## src/rtl/mux_n_to_1_scan_if.sv

```systemverilog
// Channel bus for the scanning N-to-1 mux: packed inputs, controls and registered outputs.
// Latency: none (wires only).
// Backpressure: none; the consumer samples DOUT when DOUT_VALID is high.
// Optional feature macro: MUX_MASK_EN adds the per-channel MASK input.
interface mux_n_to_1_scan_if #(
   parameter int N    = 4,
   parameter int W    = 1,
   parameter int SELW = $clog2(N)
);
   logic            EN;
   logic            MODE;
   logic [SELW-1:0] SEL;
   logic [N*W-1:0]  DIN;
`ifdef MUX_MASK_EN
   logic [N-1:0]    MASK;
`endif
   logic [W-1:0]    DOUT;
   logic            DOUT_VALID;
   logic [SELW-1:0] CH_OUT;
   logic            WRAP;

   // Source side: drives channel data and controls, observes the selected output.
   modport master (
`ifdef MUX_MASK_EN
      output MASK,
`endif
      output EN, MODE, SEL, DIN,
      input  DOUT, DOUT_VALID, CH_OUT, WRAP
   );

   // Mux side.
   modport slave (
`ifdef MUX_MASK_EN
      input  MASK,
`endif
      input  EN, MODE, SEL, DIN,
      output DOUT, DOUT_VALID, CH_OUT, WRAP
   );
endinterface

```

## src/rtl/mux_n_to_1_scan.sv

```systemverilog
// Registered N-to-1 mux with manual select or round-robin auto-scan (DWELL cycles per channel).
// Latency: 1 cycle from DIN/SEL/pointer sample to DOUT/CH_OUT.
// Backpressure: none; EN low freezes all state and drops DOUT_VALID. Macro MUX_MASK_EN adds MASK.
module mux_n_to_1_scan #(
   parameter int N     = 4,
   parameter int W     = 1,
   parameter int DWELL = 1
) (
   input logic             CLK,
   input logic             RST,
   mux_n_to_1_scan_if.slave bus
);
   localparam int SELW = $clog2(N);
   localparam int CW   = (DWELL > 1) ? $clog2(DWELL) : 1;

   logic [W-1:0]    dout_q, dout_d;
   logic            dout_vld_q, dout_vld_d;
   logic [SELW-1:0] ch_out_q, ch_out_d;
   logic            wrap_q, wrap_d;
   logic [SELW-1:0] ptr_q, ptr_d;
   logic [CW-1:0]   dcnt_q, dcnt_d;
   // Set when the pointer has wrapped; consumed by the first valid output afterwards.
   logic            wrap_pend_q, wrap_pend_d;
   // Mode seen at the last enabled edge; a 0->1 change reloads the pointer from SEL.
   logic            was_auto_q, was_auto_d;

   logic [N-1:0]    mask;
   logic [SELW-1:0] ptr_e, nxt;
   logic [CW-1:0]   dcnt_e;
   logic            pend_e;

`ifdef MUX_MASK_EN
   assign mask = bus.MASK;
`else
   assign mask = '1;
`endif

   function automatic logic [W-1:0] chan(input logic [N*W-1:0] din, input logic [SELW-1:0] idx);
      return din[int'(idx)*W +: W];
   endfunction

   // Next enabled index after p, modulo N; stays on p if no other channel is enabled.
   function automatic logic [SELW-1:0] next_ch(input logic [SELW-1:0] p, input logic [N-1:0] m);
      logic [SELW-1:0] r;
      int idx;
      r = p;
      for (int i = N - 1; i >= 1; i--) begin
         idx = int'(p) + i;
         if (idx >= N) idx = idx - N;
         if (m[idx]) r = SELW'(idx);
      end
      return r;
   endfunction

   // Next-state: manual select, or auto-scan with dwell count, skip of masked channels and wrap tracking.
   always_comb begin
      dout_d      = dout_q;
      dout_vld_d  = 1'b0;
      ch_out_d    = ch_out_q;
      wrap_d      = 1'b0;
      ptr_d       = ptr_q;
      dcnt_d      = dcnt_q;
      wrap_pend_d = wrap_pend_q;
      was_auto_d  = was_auto_q;
      ptr_e       = ptr_q;
      dcnt_e      = dcnt_q;
      pend_e      = wrap_pend_q;
      nxt         = ptr_q;
      if (bus.EN) begin
         was_auto_d = bus.MODE;
         if (!bus.MODE) begin
            ch_out_d    = bus.SEL;
            wrap_pend_d = 1'b0;
            if (int'(bus.SEL) < N && mask[bus.SEL]) begin
               dout_d     = chan(bus.DIN, bus.SEL);
               dout_vld_d = 1'b1;
            end else begin
               dout_d = '0;
            end
         end else begin
            // Entering auto: the loaded pointer is used at this very edge.
            if (!was_auto_q) begin
               ptr_e  = (int'(bus.SEL) < N) ? bus.SEL : '0;
               dcnt_e = '0;
               pend_e = 1'b0;
            end
            nxt         = next_ch(ptr_e, mask);
            ch_out_d    = ptr_e;
            ptr_d       = ptr_e;
            dcnt_d      = dcnt_e;
            wrap_pend_d = pend_e;
            if (mask == '0) begin
               dout_d = '0;
            end else if (!mask[ptr_e]) begin
               dout_d      = '0;
               ptr_d       = nxt;
               dcnt_d      = '0;
               wrap_pend_d = pend_e | (nxt <= ptr_e);
            end else begin
               dout_d      = chan(bus.DIN, ptr_e);
               dout_vld_d  = 1'b1;
               wrap_d      = pend_e;
               wrap_pend_d = 1'b0;
               if (dcnt_e == CW'(DWELL - 1)) begin
                  dcnt_d = '0;
                  ptr_d  = nxt;
                  if (nxt <= ptr_e) wrap_pend_d = 1'b1;
               end else begin
                  dcnt_d = dcnt_e + 1'b1;
               end
            end
         end
      end
   end

   // State registers with synchronous reset; after reset the scan starts at channel 0.
   always_ff @(posedge CLK) begin
      if (RST) begin
         dout_q      <= '0;
         dout_vld_q  <= 1'b0;
         ch_out_q    <= '0;
         wrap_q      <= 1'b0;
         ptr_q       <= '0;
         dcnt_q      <= '0;
         wrap_pend_q <= 1'b0;
         was_auto_q  <= 1'b1;
      end else begin
         dout_q      <= dout_d;
         dout_vld_q  <= dout_vld_d;
         ch_out_q    <= ch_out_d;
         wrap_q      <= wrap_d;
         ptr_q       <= ptr_d;
         dcnt_q      <= dcnt_d;
         wrap_pend_q <= wrap_pend_d;
         was_auto_q  <= was_auto_d;
      end
   end

   assign bus.DOUT       = dout_q;
   assign bus.DOUT_VALID = dout_vld_q;
   assign bus.CH_OUT     = ch_out_q;
   assign bus.WRAP       = wrap_q;
endmodule
```

## src/flat_wrapper.sv

```systemverilog
// flat-port wrapper written by rule: the top's interface ports become plain ports
module mux_n_to_1_scan_flat 
#(
   parameter int N     = 4,
   parameter int W     = 1,
   parameter int DWELL = 1
)
  (CLK, RST, bus_EN, bus_MODE, bus_SEL, bus_DIN, bus_DOUT, bus_DOUT_VALID, bus_CH_OUT, bus_WRAP);
  mux_n_to_1_scan_if #(.N(N), .W(W)) bus_i ();
  input logic CLK;
  input logic RST;
  input wire logic [$bits(bus_i.EN)-1:0] bus_EN;
  input wire logic [$bits(bus_i.MODE)-1:0] bus_MODE;
  input wire logic [$bits(bus_i.SEL)-1:0] bus_SEL;
  input wire logic [$bits(bus_i.DIN)-1:0] bus_DIN;
  output wire logic [$bits(bus_i.DOUT)-1:0] bus_DOUT;
  output wire logic [$bits(bus_i.DOUT_VALID)-1:0] bus_DOUT_VALID;
  output wire logic [$bits(bus_i.CH_OUT)-1:0] bus_CH_OUT;
  output wire logic [$bits(bus_i.WRAP)-1:0] bus_WRAP;
  assign bus_i.EN = bus_EN;
  assign bus_i.MODE = bus_MODE;
  assign bus_i.SEL = bus_SEL;
  assign bus_i.DIN = bus_DIN;
  assign bus_DOUT = bus_i.DOUT;
  assign bus_DOUT_VALID = bus_i.DOUT_VALID;
  assign bus_CH_OUT = bus_i.CH_OUT;
  assign bus_WRAP = bus_i.WRAP;
  mux_n_to_1_scan #(.N(N), .W(W), .DWELL(DWELL)) u_core (.CLK(CLK), .RST(RST), .bus(bus_i));
endmodule
```

## config.mk

```make
export PLATFORM = sky130hd
export DESIGN_NAME = mux_n_to_1_scan_flat
export DESIGN_NICKNAME = d
export VERILOG_FILES = /design/src/rtl/mux_n_to_1_scan_if.sv /design/src/rtl/mux_n_to_1_scan.sv /design/src/flat_wrapper.sv
export SDC_FILE = /design/constraint.sdc
export NUM_CORES = 1
export LEC_CHECK = 0
export ABC_CLOCK_PERIOD_IN_PS = 3000
export CORE_AREA = 10 10 47 49
export DETAILED_ROUTE_END_ITERATION = 10
export DIE_AREA = 0 0 57 59
export HOLD_SLACK_MARGIN = 0.03
export SYNTH_ARGS = -nofsm -noshare
export SYNTH_HDL_FRONTEND = slang
export SYNTH_SLANG_ARGS = --single-unit
```

## constraint.sdc

```tcl
create_clock -name CLK -period 3 [get_ports CLK]
set_input_delay 0.6 -clock CLK [delete_from_list [all_inputs] [get_ports CLK]]
set_output_delay 0.6 -clock CLK [all_outputs]
set_load 0.05 [all_outputs]
```

== Word level (Yosys, flattened, before mapping) ==
Cells that the tools add are included.

* Register bits after elaboration: 10
* Output and inout port bits: 5
* Input port bits: 10
* Logic and storage cells: 84

* Order comparisons: 9
* Bitwise gates (word level): 4
* Reduce and logical (&&, ||, !) cells: 3
* $add $sub $neg: 7
* Mux-type cells: 51
* Shift-type cells: 2

{| class="wikitable"
|+ Operators with widths
! cell !! number
|-
| two-way mux 32 bit || 9
|-
| >= comparator 32 x 4 -> 1 bit, second input constant || 3
|-
| less-than comparator 32 x 4 -> 1 bit, second input constant || 3
|-
| subtractor 32 x 4 -> 32 bit, second input constant || 3
|-
| two-way mux 1 bit || 26
|-
| two-way mux 2 bit || 11
|-
| binary-select mux 1 bit (select 2 bit) || 5
|-
| variable part select 4 x 3 -> 1 bit || 2
|-
| adder 2 x 2 -> 3 bit, second input constant || 2
|-
| less-than comparator 2 x 3 -> 1 bit, second input constant || 2
|-
| OR reduction 4 bit || 1
|-
| adder 2 x 1 -> 3 bit, second input constant || 1
|-
| inverter 1 bit || 3
|-
| <= comparator 2 bit || 1
|-
| AND reduction 2 bit || 1
|-
| OR reduction 2 bit || 1
|-
| adder 1 bit, second input constant || 1
|-
| bitwise OR 1 bit || 1
|}

== Longest topological paths before layout ==
Gate-level depths: netlist (run 1).

* Depth after elaboration: 21
* Gate-level depth with buffers: 5
* Mapped depth without buffers: 4

== Worst setup path after synthesis (run 1) ==
Ideal clock, no wire load.

* Kind: input -> register
* Start point: in bus_MODE
* End point: reg u_core.dout_q, in the netlist u_core.bus.DOUT
* Buffers on the path: 0
* Library setup time: 95 ps
* Data required time: 2,905 ps
* Setup slack: 1,361 ps
* Arrival: 1,544 ps
* Stages on the path: 4
* Path through: and3_4 > or3b_1 > a2111o_1 > o311ai_1

* Word-level cells in the longest chain between the ends: 1

{| class="wikitable"
|+ RTL lines
! element !! line !! text
|-
| from (decl) || flat_wrapper.sv:13 || <nowiki>input wire logic [$bits(bus_i.MODE)-1:0] bus_MODE;</nowiki>
|-
| two-way mux 1 bit || mux_n_to_1_scan.sv:71 || <nowiki>if (!bus.MODE) begin</nowiki>
|-
| to (signal assigned) || mux_n_to_1_scan.sv:128 || <nowiki>dout_q <= dout_d;</nowiki>
|-
| to (decl) || mux_n_to_1_scan.sv:16 || <nowiki>logic [W-1:0] dout_q, dout_d;</nowiki>
|}

No other way between the ends.
A chain may end at the register's enable or synchronous reset.

== Final worst setup path (run 1) ==
Same ends and word-level chain as after synthesis.

==> results of run 1 <==
## final cells by class
type	instances	area share, %
Clock buffer	4	4.39
Inverter	2	1.26
Multi-Input combinational cell	34	37.4
Sequential cell	9	30.1
Tap cell	16	3.35
Timing Repair Buffer	14	23.4
## tightest hold or removal path, delay by kind of cell (launching register included)
kind / cells / cell delay [ns]
flip-flops: 1 / 0.31
AND/OR/NAND/NOR: 2 / 0.08
## power by group through the flow
stage,sequential [uW],combinational (uW),clock (uW)
after floorplan,146,23.8,0
after global placement,133,61.7,0
after detailed placement,133,62.3,0
after CTS,131,62.6,96.5
after global routing,131,67.5,105
final,130,61.5,92.3
## cells by family after synthesis
family | Yosys count
mux | 3
fa+ha+maj | 1
flops | 9
simple gates | 19
buf+inv | 4
compound gates | 11
## final timing paths
path	startpoint	end
worst max register to register	u_core.was_auto_q	u_core.bus.DOUT
worst min-delay path	u_core.wrap_pend_q	u_core.bus.WRAP
worst min register to register	u_core.wrap_pend_q	u_core.bus.WRAP
worst max-delay path	bus_MODE	u_core.bus.DOUT
## flip-flops by register name (all words and copies together) (netlist names)
signal	count
u_core.ptr_q	2
u_core.bus.DOUT_VALID	1
u_core.bus.CH_OUT	2
u_core.wrap_pend_q	1
u_core.bus.WRAP	1
u_core.bus.DOUT	1
u_core.was_auto_q	1
## synth_stat cells, drive strengths merged
master and number:
dfxtp 9, nand2 6, nor2 5, a21oi 3, clkbuf 2, inv 2
mux2 2, nand3 2, nor3 2, a2111o 1, a211oi 1, a21boi 1
and2 1, and3 1, ha 1, mux2i 1, nor3b 1, o211ai 1
o21a 1, o21ai 1, o21ba 1, o311ai 1, or3b 1
## stage by stage
step / total power [uW] / worst slack, ns / area [um2]
2_1_floorplan: 170 / 1.36 / 419
3_3_place_gp: 195 / 0.758 / 572
3_5_place_dp: 196 / 0.723 / 572
4_1_cts: 290 / 0.991 / 598
5_1_grt: 304 / 0.918 / 598
6_report: 284 / 1.00 / 598
## per-layer routing
metal / vias up / part of all wire, %
li1: 201 / -
met1: 167 / 46
met2: 11 / 45
met5: - / 0
met4: 0 / 2.2
met3: 4 / 6.8
==> run metrics, run 1 <==
status=complete, no violations; clock latency on the worst-skew pair=0.26 ns; antenna violations before repair=0; post-synthesis mux area share=7.76%; Synth Area in Simple Gates=22.7%; Pint=206 uW; Post-Syn Instances=47; layout cell share with drive strength beyond 1=11.1%; drt via density=4.85; hold depth=2; compound-gate portion of the synthesized area=20.0%; post-synthesis xor/xnor area fraction=0%; max-slew violation count=0; Setup violations, final=0; post-detail-place hpwl=795 um; via count=383; post_cts resized=0; Hold Crit Class=register to register; mapped cell area=419 um2; Clk pin slew, worst setup/hold paths=0.06 ns; fmax=500 MHz; Post-CTS Hold Buffers=0; setup TNS=0 ns; CTS tree=done; vias in the first global route=399; Rel. slew slack=66.2%; share of the synthesized area in the top cell type=43.0%; placer congestion estimate=0.695; row count=14; Net Sw Frac=27.4%; area share of fa/ha/maj cells after synthesis=2.99%; Arr. time, crit path=2.17 ns; routing usage on met1=6.95%; die area=3360 um2; Mapped Nets=58; startpoint types=primary input; area of the multi-input gates=224 um2; Setup crit end kind=register; CTS root buf=clkbuf_4; Area growth syn-to-layout=42.7%; Final ANT Viol Nets=0; average wire per cell in the routed design=12.3 um; Synth area leader=dfxtp_1; quantity of I/O buffers inserted on ports=14; fin util=42.7%; Tmin final=2.00 ns; commonest non-fill, non-tap cell in the layout=clkdlybuf4s50_1; number of I/O pins=15; YS warnings=0; Area contributors post-synth=dfxtp_1, nand2_1, nor2_1, a21oi_1, ha_1; core area=1400 um2; H-tree depth=1; maximum VDD drop=0.238 mV; Max Fanout on Critical Path=6; number of fill cells=157; Unique masters post-synth=25; Static Leak=0.000238 uW; sequential-to-total area share from yosys stat=43.0%; gr busiest metal=met2; fin cells=79; worst reg2reg setup slack=1.53 ns; max_cap viols=0; critical path depth=5; starting density of the core=29.9%; Setup CP Type=primary input to register; 1st-pass router iterations=1; skew final=0.00408 ns; pwr dens=475 nW/um2; first-pass GRT wire length=1700 um; Worst R2R Path Depth=4; Worst Tran Pin Value=0.505 ns; Antenna Cells=0; Final Net Count=75; clock sinks=9; WHS=0.438 ns; GRT Residual Overflow=0; CP cell instances=clkdlybuf4s50_1, and3_4, or3b_1, a2111o_1, o311ai_1; setup bufs post-CTS=0; Crit path largest cell delay=0.50 ns; combinational power share=21.6%; Bufs on Longest Clock Path=2; total global-route track usage=6.46%; Top Family by Delay on Critical Path=simple AND/OR/NAND/NOR gates; P_sw=78.0 uW; Final Hold Vio Count=0; crit path buf inv count=1; die height=59 um; Final Cycle Share=66.6%; CTS Buf Count=3; commonest non-fill, non-tap cells in the layout=clkdlybuf4s50_1, dfxtp_1, nand2_1; DR iter-0 viols=0; RSZ-0062 raised after global routing=false; Seq cells post-synth=9; met2 global-route usage=9.77%; pin count of the biggest net entering global routing=10; Mapped Avg Cell Area=8.92 um2; Slowest cell on crit path=clkdlybuf4s50_1; GRT met3 Usage=2.79%; DRC viols=0; Die X=57 um; Worst Path Required=3.17 ns; Placed Instances=75; sequential share of power=45.9%; Clock power frac=32.5%; Post-Route WL=970 um; largest family of logic cells by synthesized area=simple AND/OR/NAND/NOR gates; Register Area=180 um2
(Power assumes the default switching activity.)
==> inputs of run 2 (changes only) <==
--- a/config.mk
+++ b/config.mk
@@ -5,7 +5,7 @@
 export SDC_FILE = /design/constraint.sdc
 export NUM_CORES = 1
 export LEC_CHECK = 0
-export ABC_CLOCK_PERIOD_IN_PS = 3000
+export ABC_CLOCK_PERIOD_IN_PS = 1800
 export CORE_AREA = 10 10 47 49
 export DETAILED_ROUTE_END_ITERATION = 10
 export DIE_AREA = 0 0 57 59
==> constraint.sdc (replaced) <==
create_clock -name CLK -period 1.8 [get_ports CLK]
set_input_delay 0.36 -clock CLK [delete_from_list [all_inputs] [get_ports CLK]]
set_output_delay 0.36 -clock CLK [all_outputs]
set_load 0.05 [all_outputs]
==> run 2 against run 1 <==
  * Non-clock buffer count is 5 higher
  * Sequential power grew 68%
  * Routed wire length rose by 7.1%
  * Cell area grew 4.2%
  * Clock-buffer cell count did not move
  * Critical path depth unchanged
  * Power grew 72%
  * Final cell count up 6.3%
  * Hold slack gained 0.0020 ns
  * Largest cell class unchanged
==> run metrics, run 2 (synthesis gave the netlist of run 1 again) <==
Worst Path Required=1.97 ns (-1.20 ns); CTS root buf=clkbuf_4; DRC viols=0 (unchanged); fin cells=84 (+6.3%); GRT Residual Overflow=0 (unchanged); Bufs on Longest Clock Path=2 (unchanged); Final Net Count=80 (+6.7%); quantity of I/O buffers inserted on ports=14 (unchanged); commonest non-fill, non-tap cell in the layout=buf_4; area of the multi-input gates=224 um2 (unchanged); 1st-pass router iterations=4 (+3); Final Cycle Share=92.0%; Tmin final=1.66 ns; Placed Instances=80 (+6.7%); pwr dens=784 nW/um2 (+65%); pre-CTS WS=-0.134 ns (-0.857 ns); drt via density=4.92 (+1.4%); post_cts resized=0 (unchanged); max-slew violation count=0 (unchanged); commonest non-fill, non-tap cells in the layout=buf_4, clkdlybuf4s50_1, dfxtp_1; average wire per cell in the routed design=12.4 um (+0.74%); Clk pin slew, worst setup/hold paths=0.07 ns (about the same); status=complete, no violations; Static Leak=0.000271 uW (+14%); fmax=604 MHz; die area=3360 um2 (unchanged); Post-CTS Hold Buffers=0 (unchanged); CTS Buf Count=3 (unchanged); number of I/O pins=15 (unchanged); Arr. time, crit path=1.83 ns (-0.34 ns); number of fill cells=147 (-6.4%); startpoint types=primary input; starting density of the core=29.9% (unchanged); via count=413 (+7.8%); layout cell share with drive strength beyond 1=25.0% (+14 points); maximum VDD drop=0.345 mV (+45%); Die X=57 um (unchanged); total global-route track usage=6.94% (+0.47 points); row count=14 (unchanged); clock sinks=9 (unchanged); setup bufs post-CTS=0 (unchanged); Setup violations, final=0 (unchanged); clock latency on the worst-skew pair=0.27 ns (about the same); Hold Crit Class=register to register; Final Hold Vio Count=0 (unchanged); Rel. slew slack=78.4% (+12 points); H-tree depth=1 (unchanged); RSZ-0062 raised after global routing=false; core area=1400 um2 (unchanged); worst reg2reg setup slack=0.33 ns (-1.20 ns); Max Fanout on Critical Path=3 (-3); CTS tree=done; DR iter-0 viols=6 (+6); first-pass GRT wire length=1810 um (+6.5%); fin util=44.5% (+1.8 points); Worst Tran Pin Value=0.316 ns (-0.189 ns); skew final=0.00579 ns (+0.00172 ns); worst setup margin=0.144 ns (-0.857 ns); Post-Route WL=1040 um (+7.1%); die height=59 um (unchanged); power consumption=489 uW (+72%); WHS=0.440 ns (+0.00200 ns); Antenna Cells=0 (unchanged); vias in the first global route=433 (+8.5%); Area growth syn-to-layout=48.7%; placer congestion estimate=0.700 (+0.73%); antenna violations before repair=0 (unchanged); Setup CP Type=primary input to register; Setup crit end kind=register; Register Area=180 um2 (unchanged); Final ANT Viol Nets=0 (unchanged); max_cap viols=0 (unchanged); pin count of the biggest net entering global routing=7 (-3)
-- run 2: area by class of cell --
type                    count  area share [%]
multi-input cells          34            35.9
flip-flops and latches      9            28.9
repair buffers             19            26.5
clock buffers               4            4.22
well taps                  16            3.21
inverters                   2            1.20
-- run 2: per-layer routing --
layer  global-route usage (%)  part of all wire, %
met1                     5.99                   40
met3                     4.94                  9.6
met5                        0                    0
met2                     11.6                   48
met4                     4.03                  1.9
-- run 2: final timing paths --
check / from / end / depth (start not counted)
setup reg to reg: u_core.was_auto_q / u_core.bus.DOUT / 4
hold / removal: u_core.wrap_pend_q / u_core.bus.WRAP / 2
setup / recovery: bus_MODE / u_core.bus.DOUT / 5
hold reg to reg: u_core.wrap_pend_q / u_core.bus.WRAP / 2
-- run 2: per-stage QoR --
stage	instance area, um2	setup TNS (ns)
floorplan	419	0
global placement	597	-0.108
detailed placement	597	-0.134
CTS	623	0
global route	623	0
finish	623	0
-- run 2: power by group --
part	switching (uW)	internal [uW]	leakage, uW	total (uW)
combinational	56.3	52.4	0.000182	109
clock	76.5	85.7	0.0000150	162
sequential	7.52	210	0.0000740	218
-- run 2: critical path, stage by stage --
cell	delay [ns]
clkdlybuf4s50_1	0.45
and3_4	0.19
or3b_1	0.38
a2111o_1	0.36
o311ai_1	0.08
==> inputs of run 3 (changes only) <==
--- a/config.mk
+++ b/config.mk
@@ -10,6 +10,7 @@
 export DETAILED_ROUTE_END_ITERATION = 10
 export DIE_AREA = 0 0 57 59
 export HOLD_SLACK_MARGIN = 0.03
+export SETUP_SLACK_MARGIN = 0.1
 export SYNTH_ARGS = -nofsm -noshare
 export SYNTH_HDL_FRONTEND = slang
 export SYNTH_SLANG_ARGS = --single-unit
==> results of run 3 <==
Final layout, timing and power as in run 2 (identical DEF).
==> variant, RTL diff (flow settings as in run 3) <==
`N` is set to 4 in 3 places; all go to 8.
--- a/src/rtl/mux_n_to_1_scan_if.sv
+++ b/src/rtl/mux_n_to_1_scan_if.sv
@@ -3,7 +3,7 @@
 // Backpressure: none; the consumer samples DOUT when DOUT_VALID is high.
 // Optional feature macro: MUX_MASK_EN adds the per-channel MASK input.
 interface mux_n_to_1_scan_if #(
-   parameter int N    = 4,
+   parameter int N    = 8,
    parameter int W    = 1,
    parameter int SELW = $clog2(N)
 );
--- a/src/rtl/mux_n_to_1_scan.sv
+++ b/src/rtl/mux_n_to_1_scan.sv
@@ -2,7 +2,7 @@
 // Latency: 1 cycle from DIN/SEL/pointer sample to DOUT/CH_OUT.
 // Backpressure: none; EN low freezes all state and drops DOUT_VALID. Macro MUX_MASK_EN adds MASK.
 module mux_n_to_1_scan #(
-   parameter int N     = 4,
+   parameter int N     = 8,
    parameter int W     = 1,
    parameter int DWELL = 1
 ) (
--- a/src/flat_wrapper.sv
+++ b/src/flat_wrapper.sv
@@ -1,7 +1,7 @@
 // flat-port wrapper written by rule: the top's interface ports become plain ports
 module mux_n_to_1_scan_flat 
 #(
-   parameter int N     = 4,
+   parameter int N     = 8,
    parameter int W     = 1,
    parameter int DWELL = 1
 )
Ports: changed (resized bus_CH_OUT, bus_DIN and bus_SEL); port bits go from 15 to 21. The function was not compared with the original's and may differ.
==> variant against run 3 <==
  * Total power grew 34%
  * Wire length is 80% higher
  * Critical path depth rose by 1
  * Cell area grew 65%
  * First-iteration DRC count up 100%
  * Synthesized area is 75% higher
  * Worst setup slack better by 0.050 ns
  * Sequential cell count rose by 2
  * Sequential power up 25%
  * Clock power is 3% higher
  * Via count grew 71%
  * Critical endpoint unchanged
==> variant: results (changes against run 3) <==
* Routing usage on met1 at 0.1358 (+0.07588)
* Met2 Resource Use GR at 0.1783 (+0.06202)
* Final GP Congestion at 0.7692 (+9.8%)
* Clock Tree Buf Depth at 2 (unchanged)
* Worst stage delay on the critical path at 0.46 ns
* Relative slew slack at 0.7389 (-0.04464)
* DRT Pass-1 Iters at 4 (unchanged)
* Vias in the first global route at 710 (+64%)
* Hold WC Path Type: reg -> reg
* GR Util met3 at 0.03863 (-0.01073)
* WL met3 at 128 um (+28%)
* Worst slack, placed at -0.07769 ns (+0.05644 ns)
* Sequential area share after synthesis at 0.3003 (-0.1295)
* Yosys Warn Count at 0 (unchanged)
* Slowest-stage cell, CP: clkdlybuf4s50_1
* Max Clock Skew at 0.005644 ns (-0.0001500 ns)
* Critical path arrival at 1.80 ns (-0.03 ns)
* Compound-Gate Fraction of Synth Area at 0.2355 (+0.03549)
* Synth Area in Adders at 0.03413 (+0.004279)
* Layout net count at 131 (+64%)
* Vias at 708 (+71%)
* DR top layer: met4
* Metal2 WL at 871 um (+74%)
* IO buf count at 20 (+6)
* Initial drt markers at 12 (+6)
* Syn_nets at 100 (+72%)
* Switching power at 0.2028 mW (+45%)
* Cell count after synthesis at 83 (+77%)
* Clk Latency, worst-skew pair at 0.27 ns (about the same)
* Pin count of the biggest net entering global routing at 15 (+8)
* Distinct cells, synth at 32 (+28%)
* Clock-pin transition on the worst setup and hold timing paths at 0.07 ns (about the same)
* Total setup buffers inserted after CTS at 0 (unchanged)
* Post-detail-place hpwl at 1.444 mm
* TritonCTS Buffers at 3 (unchanged)
* Clk pwr share at 0.256 (-0.076)
* GRT Total Usage at 0.1145 (+0.04514)
* Post-Synth XOR/XNOR Area at 0 (unchanged)
* Clock H-tree levels at 1 (unchanged)
* Root Buffer: clkbuf_4
* CP Max Fanout at 8 (+5)
* Share of cells above drive strength 1 at 0.2655 (+0.01549)
* Post-synthesis mux area share at 0.1655 (+0.08792)
* Async SR Flop Fraction at 0 (unchanged)
* Delay-heaviest family, CP: buffers and inverters
* Peak supply drop at 590.1 uV (+71%)
* Antenna violations before repair at 0 (unchanged)
* First-pass GRT wire length at 3.167 mm (+75%)
* Placed Instance Area at 993.5 sq um (+66%)
* Synth top cells by count: dfxtp_1, mux2i_1, nor2_1
* Diodes inserted at 0 (unchanged)
* DR vias/cell at 5.488 (+12%)
* Synth top area cells: dfxtp_1, mux2i_1, a211oi_1, nor2_1, a21oi_1
* Leak pwr at 0.4445 nW (+64%)
* Status: finished, final reports clean
* M1 WL at 861 um (+110%)
* DRT Wirelength at 1.875 mm (+80%)
variant: changes by cell type after synthesis, sizes merged, moves of 2 or more:
cell,delta
mux2i,+10
buf,+6
a211oi,+4
nor2,+4
a21oi,+2
a32oi,+2
dfxtp,+2
nand3,+2
variant: layout make-up:
cell class | count | area [sq um]
inverters | 3 | 11.26
repair buffers | 33 | 282.8
clock buffers | 4 | 26.28
well taps | 16 | 20.02
fillers | 120 | 375.4
flip-flops and latches | 11 | 220.2
multi-input cells | 62 | 465.4
variant: power groups by stage:
stage | Clock (mW) | Sequential, mW | Combinational, mW
2_1_floorplan | 0 | 0.298 | 0.106
3_3_place_gp | 0 | 0.277 | 0.210
3_5_place_dp | 0 | 0.277 | 0.213
4_1_cts | 0.174 | 0.271 | 0.215
5_1_grt | 0.188 | 0.273 | 0.234
6_report | 0.167 | 0.272 | 0.215
variant: worst paths after layout:
| kind | start | end | slack (ns) | cells past startpoint |
|---|---|---|---|---|
| setup / recovery | bus_MODE | u_core.bus.DOUT$_SDFFE_PP0P_ | 0.19 | 6 |
| hold / removal | u_core.wrap_pend_q$_SDFFE_PP0P_ | u_core.bus.WRAP$_SDFF_PP0_ | 0.48 | 2 |
| setup reg to reg | u_core.was_auto_q$_SDFFE_PP1P_ | u_core.bus.DOUT$_SDFFE_PP0P_ | 0.26 | 5 |
| hold reg to reg | u_core.wrap_pend_q$_SDFFE_PP0P_ | u_core.bus.WRAP$_SDFF_PP0_ | 0.48 | 2 |
variant: tightest hold or removal path, delay by kind of cell, from the launching register on:
family	cells	cell delay, ns
AND/OR/NAND/NOR	2	0.10
flip-flops	1	0.33
variant: timing repair:
action                     in CTS  in global routing
setup endpoints to repair       0                  1
hold endpoints to repair        0                  0
resized for setup               0                  1
